File: src/rtl/alu_pkg.sv
// Shared ALU control encodings and the multiply sequencer state type.
package alu_pkg;

  localparam logic [3:0] ALU_ADD = 4'b0000;
  localparam logic [3:0] ALU_SUB = 4'b0001;
  localparam logic [3:0] ALU_AND = 4'b0010;
  localparam logic [3:0] ALU_OR  = 4'b0011;
  localparam logic [3:0] ALU_SLL = 4'b0100;
  localparam logic [3:0] ALU_SLT = 4'b0101;
  localparam logic [3:0] ALU_SRL = 4'b0110;
  localparam logic [3:0] ALU_SRA = 4'b0111;
  localparam logic [3:0] ALU_BGE = 4'b1000;
  localparam logic [3:0] ALU_XOR = 4'b1001;

  typedef enum logic [1:0] {
    IDLE = 2'd0,
    STEP = 2'd1,
    DONE = 2'd2
  } mul_state_t;

endpackage

File: src/rtl/alu_mul_seq.sv
// Shift-and-add multiplier (low Data_Width bits of a*b) that borrows the shared
// ALU for every accumulate step through a req/gnt pair.
module alu_mul_seq
  import alu_pkg::*;
#(
  parameter int Data_Width = 32
) (
  input  logic                  clk,
  input  logic                  rst,
  input  logic                  req_valid,
  output logic                  req_ready,
  input  logic [Data_Width-1:0] req_a,
  input  logic [Data_Width-1:0] req_b,
  output logic                  rsp_valid,
  input  logic                  rsp_ready,
  output logic [Data_Width-1:0] rsp_data,
  output logic                  alu_req,
  input  logic                  alu_gnt,
  output logic [Data_Width-1:0] alu_op1,
  output logic [Data_Width-1:0] alu_op2,
  output logic [3:0]            alu_ctrl,
  input  logic [Data_Width-1:0] alu_out,
  output mul_state_t            dbg_state
);

  // Handshakes: a transfer happens on a rising edge where valid and ready are
  // both high; valid never depends on ready, and a response transfer and a new
  // request acceptance never share an edge (ready is only high in IDLE).

  mul_state_t            state;
  logic [Data_Width-1:0] acc;
  logic [Data_Width-1:0] mcand;
  logic [Data_Width-1:0] mplier;
  logic [Data_Width-1:0] mplier_next;
  logic                  last_step;

  assign mplier_next = mplier >> 1;
  assign last_step   = (mplier_next == '0);

  always_comb begin
    req_ready = (state == IDLE);
    rsp_valid = (state == DONE);
    rsp_data  = acc;
    dbg_state = state;
    alu_req   = (state == STEP) && mplier[0];
    alu_op1   = '0;
    alu_op2   = '0;
    alu_ctrl  = ALU_ADD;
    if (alu_req) begin
      alu_op1 = acc;
      alu_op2 = mcand;
    end
  end

  always_ff @(posedge clk) begin
    if (rst) begin
      state  <= IDLE;
      acc    <= '0;
      mcand  <= '0;
      mplier <= '0;
    end else begin
      case (state)
        IDLE: begin
          if (req_valid) begin
            acc    <= '0;
            mcand  <= req_a;
            mplier <= req_b;
            state  <= STEP;
          end
        end
        STEP: begin
          if (mplier == '0) begin
            state <= DONE;
          end else if (mplier[0]) begin
            // Without a grant everything holds, so a stall costs exactly one cycle.
            if (alu_gnt) begin
              acc    <= alu_out;
              mcand  <= mcand << 1;
              mplier <= mplier_next;
              if (last_step) state <= DONE;
            end
          end else begin
            mcand  <= mcand << 1;
            mplier <= mplier_next;
            if (last_step) state <= DONE;
          end
        end
        DONE: begin
          if (rsp_ready) state <= IDLE;
        end
        default: state <= IDLE;
      endcase
    end
  end

endmodule

File: config.mk
export PLATFORM = sky130hd
export DESIGN_NAME = alu_mul_seq
export DESIGN_NICKNAME = d
export VERILOG_FILES = /design/src/rtl/alu_pkg.sv /design/src/rtl/alu_mul_seq.sv
export SDC_FILE = /design/constraint.sdc
export NUM_CORES = 1
export LEC_CHECK = 0
export ABC_AREA = 1
export BUFFER_PORTS_ARGS = -buffer_cell sky130_fd_sc_hd__buf_2
export CAP_MARGIN = 40
export CORE_UTILIZATION = 45
export CTS_BUF_LIST = sky130_fd_sc_hd__clkbuf_2 sky130_fd_sc_hd__clkbuf_4 sky130_fd_sc_hd__clkbuf_8
export DETAILED_ROUTE_END_ITERATION = 10
export GPL_ROUTABILITY_DRIVEN = 0
export MAX_ROUTING_LAYER = met4
export PLACE_DENSITY = 0.77
export SLEW_MARGIN = 20
export SYNTH_ARGS = -nofsm -noshare
export SYNTH_HDL_FRONTEND = slang
export SYNTH_SLANG_ARGS = --single-unit
File: constraint.sdc
create_clock -name clk -period 1.3 [get_ports clk]
set_input_delay 0.26 -clock clk [delete_from_list [all_inputs] [get_ports clk]]
set_output_delay 0.26 -clock clk [all_outputs]
set_load 0.05 [all_outputs]
* Word-level counts from Yosys, hierarchy flattened *
Index checks and enable logic that the tools add are counted.

storage, ports and cells
  bits of input ports = 101
  word-level logic and storage cells = 47
  flip-flop bits (word level) = 98
  output and inout bits = 105

operators by class
  equality and inequality tests = 9
  multiplexer cells = 24
  reductions and logical operators = 9

operators with widths
  kind                                                                   count
  32-bit two-way mux                                                     14
  32-bit case mux with 2 select lines                                    3
  32-bit zero test                                                       2
  2-bit two-way mux                                                      6
  2-bit != test, second input constant                                   4
  2-bit case mux with 3 select lines                                     1
  3-bit AND reduction                                                    2
  5-bit AND reduction                                                    1
  4-bit by 3-bit != test with 1-bit output, second input constant        1
  4-bit AND reduction                                                    1
  3-bit != test, second input constant                                   1
  2-bit by 1-bit equality test with 1-bit output, second input constant  1
  2-bit equality test, second input constant                             1
  2-bit zero test                                                        1
  2-bit by 1-bit != test with 1-bit output, second input constant        1
  2-bit nonzero test                                                     1
  1-bit logical AND                                                      1

* Depth between registers and ports, before layout *
Gate-level depths: netlist (run 1).

  depth after elaboration = 6
  mapped depth = 12
  mapped depth without buffers = 10

* Worst setup path before layout (run 1) *
OpenSTA, ideal clock, no wires.

  path kind = reg-to-output
  start = register state[0] (netlist: dbg_state[0])
  end = output port alu_op1[10]
  data required time = 1040 ps
  cell stages (with the launch flop) = 9
  path slack = -1855 ps
  path buffers = 2
  data arrival time = 2895 ps
  path through = dfxtp_1 > inv_2 > nor2_4 > inv_1 > buf_2 > nor2_1 > inv_2 > clkbuf_1 > nor2_1

on the way
  cells in the longest elaborated chain, start to end = 3

ends and longest elaborated chain
  element                                         RTL line           source
  start, declared                                 alu_mul_seq.sv:30  mul_state_t state;
  start signal, assigned                          alu_mul_seq.sv:57  state <= IDLE;
  start signal, assigned                          alu_mul_seq.sv:68  state <= STEP;
  start signal, assigned                          alu_mul_seq.sv:73  state <= DONE;
  2-bit by 1-bit equality test with 1-bit output  alu_mul_seq.sv:45  alu_req = (state == STEP) && mplier[0];
  1-bit logical AND                               alu_mul_seq.sv:45
  net alu_req                                     alu_mul_seq.sv:17  output logic alu_req,
  32-bit two-way mux                              alu_mul_seq.sv:49  if (alu_req) begin
  end, declared                                   alu_mul_seq.sv:19  output logic [Data_Width-1:0] alu_op1,

The timed path passes the listed nets, and every way through them passes these cells.

* Final worst setup path (run 1) *
  start = register state[0] (netlist: dbg_state[0])
  end = output port alu_op1[28]

on the way
  cells in the longest elaborated chain, start to end = 3

ends and longest elaborated chain
  element                                         RTL line
  2-bit by 1-bit equality test with 1-bit output  alu_mul_seq.sv:45
  1-bit logical AND                               alu_mul_seq.sv:45
  32-bit two-way mux                              alu_mul_seq.sv:49

Every way passes these cells.

==> flow_summary.yaml, run 1 <==
global_route:
  grtUsageMet3_pct: 4.87
  grt_pass1_wl_um: 31200
  grt_busiest_layer: "met2"
  antenna_found_initial: 4
  grtUsageTotal_pct: 32.1
  grt_pass1_vias: 6434
  overflow: 0
  met1_usage_pct: 38.0
  grt_max_degree: 38
  grtUsageMet2_pct: 52.9
detailed_routing:
  dr.first_iter.drc_count: 770
  dr.pass1.iters: 7
  vias: 7382
  wl_per_cell_um: 19.2
  drc: 0
  drt_wl_total_um: 25400
  drtAntennaViolNets: 0
  vias_per_cell: 5.58
cts:
  clk_pin_slew_ns: 0.11
  cts_max_level: 3
  cts_tree: "done"
  cts_sinks: 98
  cts-buffers-inserted: 9
  cts_max_path_buffers: 2
  clock_latency_ns: 0.40
  clockRootBuffer: "clkbuf_8"
timing:
  setup_ws_ns: -0.687
  fmax_mhz: 503
  tns_ns: -81.63
  finClkSkew_ns: 0.0204
  finalSetupViolCount: 173
  hold_viol: 0
  drv_slew: 0
  finalCriticalPeriod_ns: 1.99
  rsz0062_at_grt: "true"
  fin_crit_sh_pct: 153
synthesis:
  synth.most_common_cell: "nand2_1"
  synth-edff-count: 0
  synth_area_um2: 5340
  ys_ff_latch: 98
  yosys.area.top_type: "dfxtp_1"
  yosys_warnings: 0
  synthArstFlopShare_pct: 0
  synth_area_leaders: "dfxtp_1 37%, nand2_1 17%, nor2_1 13%"
  synth_common_cells: "241 x nand2_1, 188 x nor2_1, 131 x inv_1, 98 x dfxtp_1, 36 x a21oi_1"
  synth_area_per_cell_um2: 6.14
  yosys_most_used_dff: "dfxtp_1"
  yosysSeqAreaShare_pct: 36.7
  synthCells: 870
  synth_cell_types: 20
  yosys.area.top_type_share_pct: 36.7
placed_design:
  hpwl_um: 11600
  placed_cell_area_um2: 7630
  io_buffers: 201
power:
  leakagePower_uw: 0.00479
  power_uw: 15900
  power_density_nw_per_um2: 1550
  peakVddDrop_mv: 1.16
run:
  drv_cap: 0
floorplan:
  fp.dieW_um: 111
  initial_utilization_pct: 46.6
  core_area_um2: 11500
  rows: 39
  io_pins: 206
  die_area_um2: 12300
  die_height_um: 111
finish:
  design_area_um2: 10300
  multi_input_area_um2: 4120
  register_area_um2: 1980
  syn2layout_area_growth_pct: 92.5
  drive_above_1_share_pct: 56.7
  nNetsFinal: 1271
  fillCellCount: 471
setup_path:
  worst-path-buf-inv: 5
  path_cells: "inv_4, nor2_4, inv_2, nor2_4, inv_6, clkbuf_16, nor2_4, buf_6"
  crit_fanout: 10
  max_stage_delay_ns: 0.37
  reg2reg_slack_ns: -0.55
  worstSetupEndpointType: "output port"
  cp_slowest_cell: "dfxtp_4"
  crit_family: "buffers and inverters"
  start_kind: "flip-flop"
  worstPathArrival_ns: 1.73
  cp.required_ns: 1.04
  cp_common_cell: "nor2_4"
  worstSetupPathType: "reg2out"
min_path:
  hold_class: "in2reg"
run_status:
  status: "finished, violations left"
  violations: "negative setup slack"
final cells by class:
type	count	share of cell area, %
multi-input combinational	578	40.1
inverter	135	5.08
clock inverter	6	0.414
timing repair buffer	348	32.0
clock buffer	10	1.28
antenna	5	0.122
tap	143	1.74
sequential	98	19.3
cells by family (layout without fill, tap and decap cells):
family | Yosys count | count (layout) | synth area share (%)
compound gates | 104 | 104 | 12.8
buf+inv | 197 | 499 | 15.4
flops | 98 | 98 | 36.7
other cells | 1 | 9 | 0.0702
simple gates | 470 | 470 | 34.9
layout by cell type (no fill, tap or decap), types with 3 or more instances in the layout:
| cell type | count |
|---|---|
| clkbuf_16 | 8 |
| o21ai_0 | 4 |
| nor2_1 | 80 |
| clkbuf_4 | 11 |
| inv_2 | 31 |
| a211oi_2 | 27 |
| nor2_4 | 80 |
| dfxtp_1 | 84 |
| clkbuf_8 | 9 |
| buf_8 | 19 |
| buf_16 | 7 |
| diode_2 | 5 |
| nor2_2 | 29 |
| buf_2 | 122 |
| a21oi_2 | 7 |
| conb_1 | 4 |
| clkinvlp_4 | 3 |
| dfxtp_2 | 12 |
| buf_4 | 87 |
| buf_6 | 72 |
| a211oi_1 | 5 |
| inv_1 | 100 |
| nand2_4 | 44 |
| a21oi_4 | 24 |
| nand2_1 | 160 |
| buf_12 | 23 |
| a21oi_1 | 5 |
| nand3_1 | 8 |
| nand4_1 | 31 |
| inv_4 | 3 |
| a22oi_1 | 28 |
| nand2_2 | 37 |
worst register-to-register path, delay by kind of cell (launching register included):
family	cells	cell delay, ns
DFF	1	0.36
and+or+nand+nor	10	0.92
buffers and inverters	4	0.47
timing repair:
item | CTS | global route
buffers inserted | 45 | 13
resized for setup | 216 | 298
setup endpoints to repair | 168 | 176
gates cloned | 10 | 12
hold buffers | 0 | 0
pin swaps | 21 | 65
through the flow:
step / setup WS (ns) / hold slack (ns) / utilization [%] / cells
floorplan: -0.735 / 0.407 / - / 873
global placement: -0.281 / 0.465 / 66.5 / 1245
detailed placement: -0.269 / 0.466 / 66.5 / 1245
CTS: -0.574 / 0.135 / 78.4 / 1303
global route: -0.732 / 0.160 / 89.6 / 1322
finish: -0.687 / 0.155 / 89.6 / 1323
registers in the layout, summed over array words and instances, names as in the netlist:
signal,cells
dbg_state,2
mplier,32
rsp_data,32
mcand,32
worst paths after layout:
kind,startpoint,to,cells past startpoint
worst min register to register,mcand[9],mcand[9],4
worst max register to register,mplier[30],mcand[2],14
worst min-delay path,req_a[0],mcand[0],3
worst max-delay path,dbg_state[0],alu_op1[28],8
where the power goes:
group	switching (uW)	total, uW	internal, uW
sequential	482	4150	3660
combinational	5780	9810	4030
clock	1230	1950	721
total	7500	15900	8420
metal layers:
| metal | share of wire, % | up-vias |
|---|---|---|
| met5 | 0 | - |
| met4 | 6.4 | 0 |
| met3 | 7.4 | 136 |
| met2 | 50 | 472 |
| met1 | 36 | 3479 |
| li1 | - | 3295 |
Power figures use the tool's default switching activity.
==> run 2: changes to the inputs <==
--- a/config.mk
+++ b/config.mk
@@ -9,7 +9,7 @@
 export BUFFER_PORTS_ARGS = -buffer_cell sky130_fd_sc_hd__buf_2
 export CAP_MARGIN = 40
 export CORE_UTILIZATION = 45
-export CTS_BUF_LIST = sky130_fd_sc_hd__clkbuf_2 sky130_fd_sc_hd__clkbuf_4 sky130_fd_sc_hd__clkbuf_8
+export CTS_BUF_LIST = sky130_fd_sc_hd__clkbuf_8
 export DETAILED_ROUTE_END_ITERATION = 10
 export GPL_ROUTABILITY_DRIVEN = 0
 export MAX_ROUTING_LAYER = met4
==> flow_summary.yaml, run 2 (synthesis gave the netlist of run 1 again) <==
run_status:
  status: "finished, violations left"
  violations: "negative setup slack"
setup_path:
  critical_path.startpoint: "dbg_state[0]"
  crit_fanout: 12
  worstSetupPathType: "reg2out"
  worstSetupEndpointType: "output port"
  r2r-start: "dbg_state[0]"
  start_kind: "flip-flop"
  reg2reg_to: "mcand[17]"
  cp.required_ns: 1.04
  reg2reg_slack_ns: -0.54
  worstPathArrival_ns: 1.71
  worstRegToRegCells: 12
floorplan:
  fp.dieW_um: 111
  die_height_um: 111
  initial_utilization_pct: 46.6
  die_area_um2: 12300
  core_area_um2: 11500
  rows: 39
  io_pins: 206
finish:
  utilization_pct: 88.6
  nNetsFinal: 1268
  syn2layout_area_growth_pct: 90.4
  drive_above_1_share_pct: 55.3
  most-common-layout-cells: "163 x nand2_1, 122 x buf_2, 100 x inv_1"
  layout_commonest_cell: "nand2_1"
power:
  switching_share_pct: 46.8
  power_density_nw_per_um2: 1540
  internal-power_uw: 8300
  power_uw: 15600
  p_clk_share_pct: 12.0
  p_switching_uw: 7310
  peakVddDrop_mv: 1.51
  p_seq_share_pct: 26.4
  combPwrFrac_pct: 61.6
  leakagePower_uw: 0.00476
cts:
  cts-buffers-inserted: 9
  cts_max_path_buffers: 2
  clk_pin_slew_ns: 0.10
  clock_latency_ns: 0.38
  cts_max_level: 3
  cts_tree: "done"
  cts_sinks: 98
  clockRootBuffer: "clkbuf_8"
global_route:
  grt_pass1_vias: 6383
  grtUsageTotal_pct: 31.5
  antenna_found_initial: 5
  overflow: 0
  grt_max_degree: 38
  grt_pass1_wl_um: 30600
detailed_routing:
  vias_per_cell: 5.48
  wl_per_cell_um: 18.5
  drtAntennaViolNets: 0
  vias: 7234
  drc: 0
  dr.first_iter.drc_count: 807
  drt_wl_total_um: 24400
  dr.pass1.iters: 6
timing:
  fmax_mhz: 509
  finClkSkew_ns: 0.00726
  drv_slew: 0
  finalCriticalPeriod_ns: 1.97
  hold_slack_ns: 0.148
  hold_viol: 0
  finalSetupViolCount: 170
  fin_crit_sh_pct: 151
  setup_ws_ns: -0.666
  rsz0062_at_grt: "true"
min_path:
  min_to: "mplier[31]"
  hold_class: "in2reg"
  whs_path_depth: 3
  hold_start: "req_b[31]"
run:
  drv_cap: 0
placed_design:
  io_buffers: 201
  hpwl_um: 11600
## run 2: worst max-delay path by stage
| stage | endpoint | slack (ns) | cells past startpoint |
|---|---|---|---|
| finish | alu_op1[29] | -0.67 | 8 |
| global route | alu_op1[26] | -0.72 | 8 |
| CTS | alu_op1[0] | -0.57 | 8 |
| detailed placement | alu_op2[23] | -0.27 | 4 |
| global placement | alu_op2[23] | -0.28 | 4 |
| floorplan | alu_op1[10] | -0.73 | 8 |
## run 2: final cells by class
type | count | area (um^2)
well taps | 143 | 179
fillers | 507 | 1300
clock buffers | 9 | 124
diodes | 6 | 15.0
clock inverters | 7 | 46.3
flip-flops and latches | 98 | 1980
inverters | 135 | 522
repair buffers | 345 | 3230
multi-input cells | 578 | 4060
## run 2: power by group through the flow
stage          clock (uW)  combinational, uW  sequential [uW]
2_1_floorplan           0               3330             4910
3_3_place_gp            0               5930             4030
3_5_place_dp            0               6000             4050
4_1_cts              1840               7280             4010
5_1_grt              2000              10100             4170
6_report             1870               9620             4120
## run 2: critical path, stage by stage (launching register included)
cell and delay (ns):
dfxtp_4 0.37, inv_4 0.04, nor2_4 0.12, inv_2 0.06
nor2_4 0.17, inv_6 0.08, buf_12 0.18, nor2_4 0.12
buf_6 0.17
## run 2: metrics by stage
step,setup WS (ns),std cells,TNS (ns),area (um^2)
final,-0.666,1321,-77.71,10200
after global placement,-0.281,1245,-32.98,7630
after detailed placement,-0.269,1245,-33.67,7630
after floorplan,-0.735,873,-55.24,5940
after CTS,-0.574,1303,-66.27,8970
after global routing,-0.718,1320,-91.65,10200
## run 2: what timing repair did
| action | CTS | global route |
|---|---|---|
| pin swaps | 22 | 65 |
| setup buffers | 42 | 11 |
| endpoints found under the setup margin | 168 | 176 |
| hold buffers | 0 | 0 |
| gates cloned | 10 | 10 |
| gates resized for setup | 211 | 289 |
## run 2: layer usage
layer	up-vias	part of all wire [%]	wire [um]	global-route usage, %
li1	3291	-	-	-
met1	3426	36	8800	37.4
met2	411	51	12500	52.2
met3	106	7.2	1760	4.32
met4	0	5.5	1350	15.9
met5	-	0	0	-
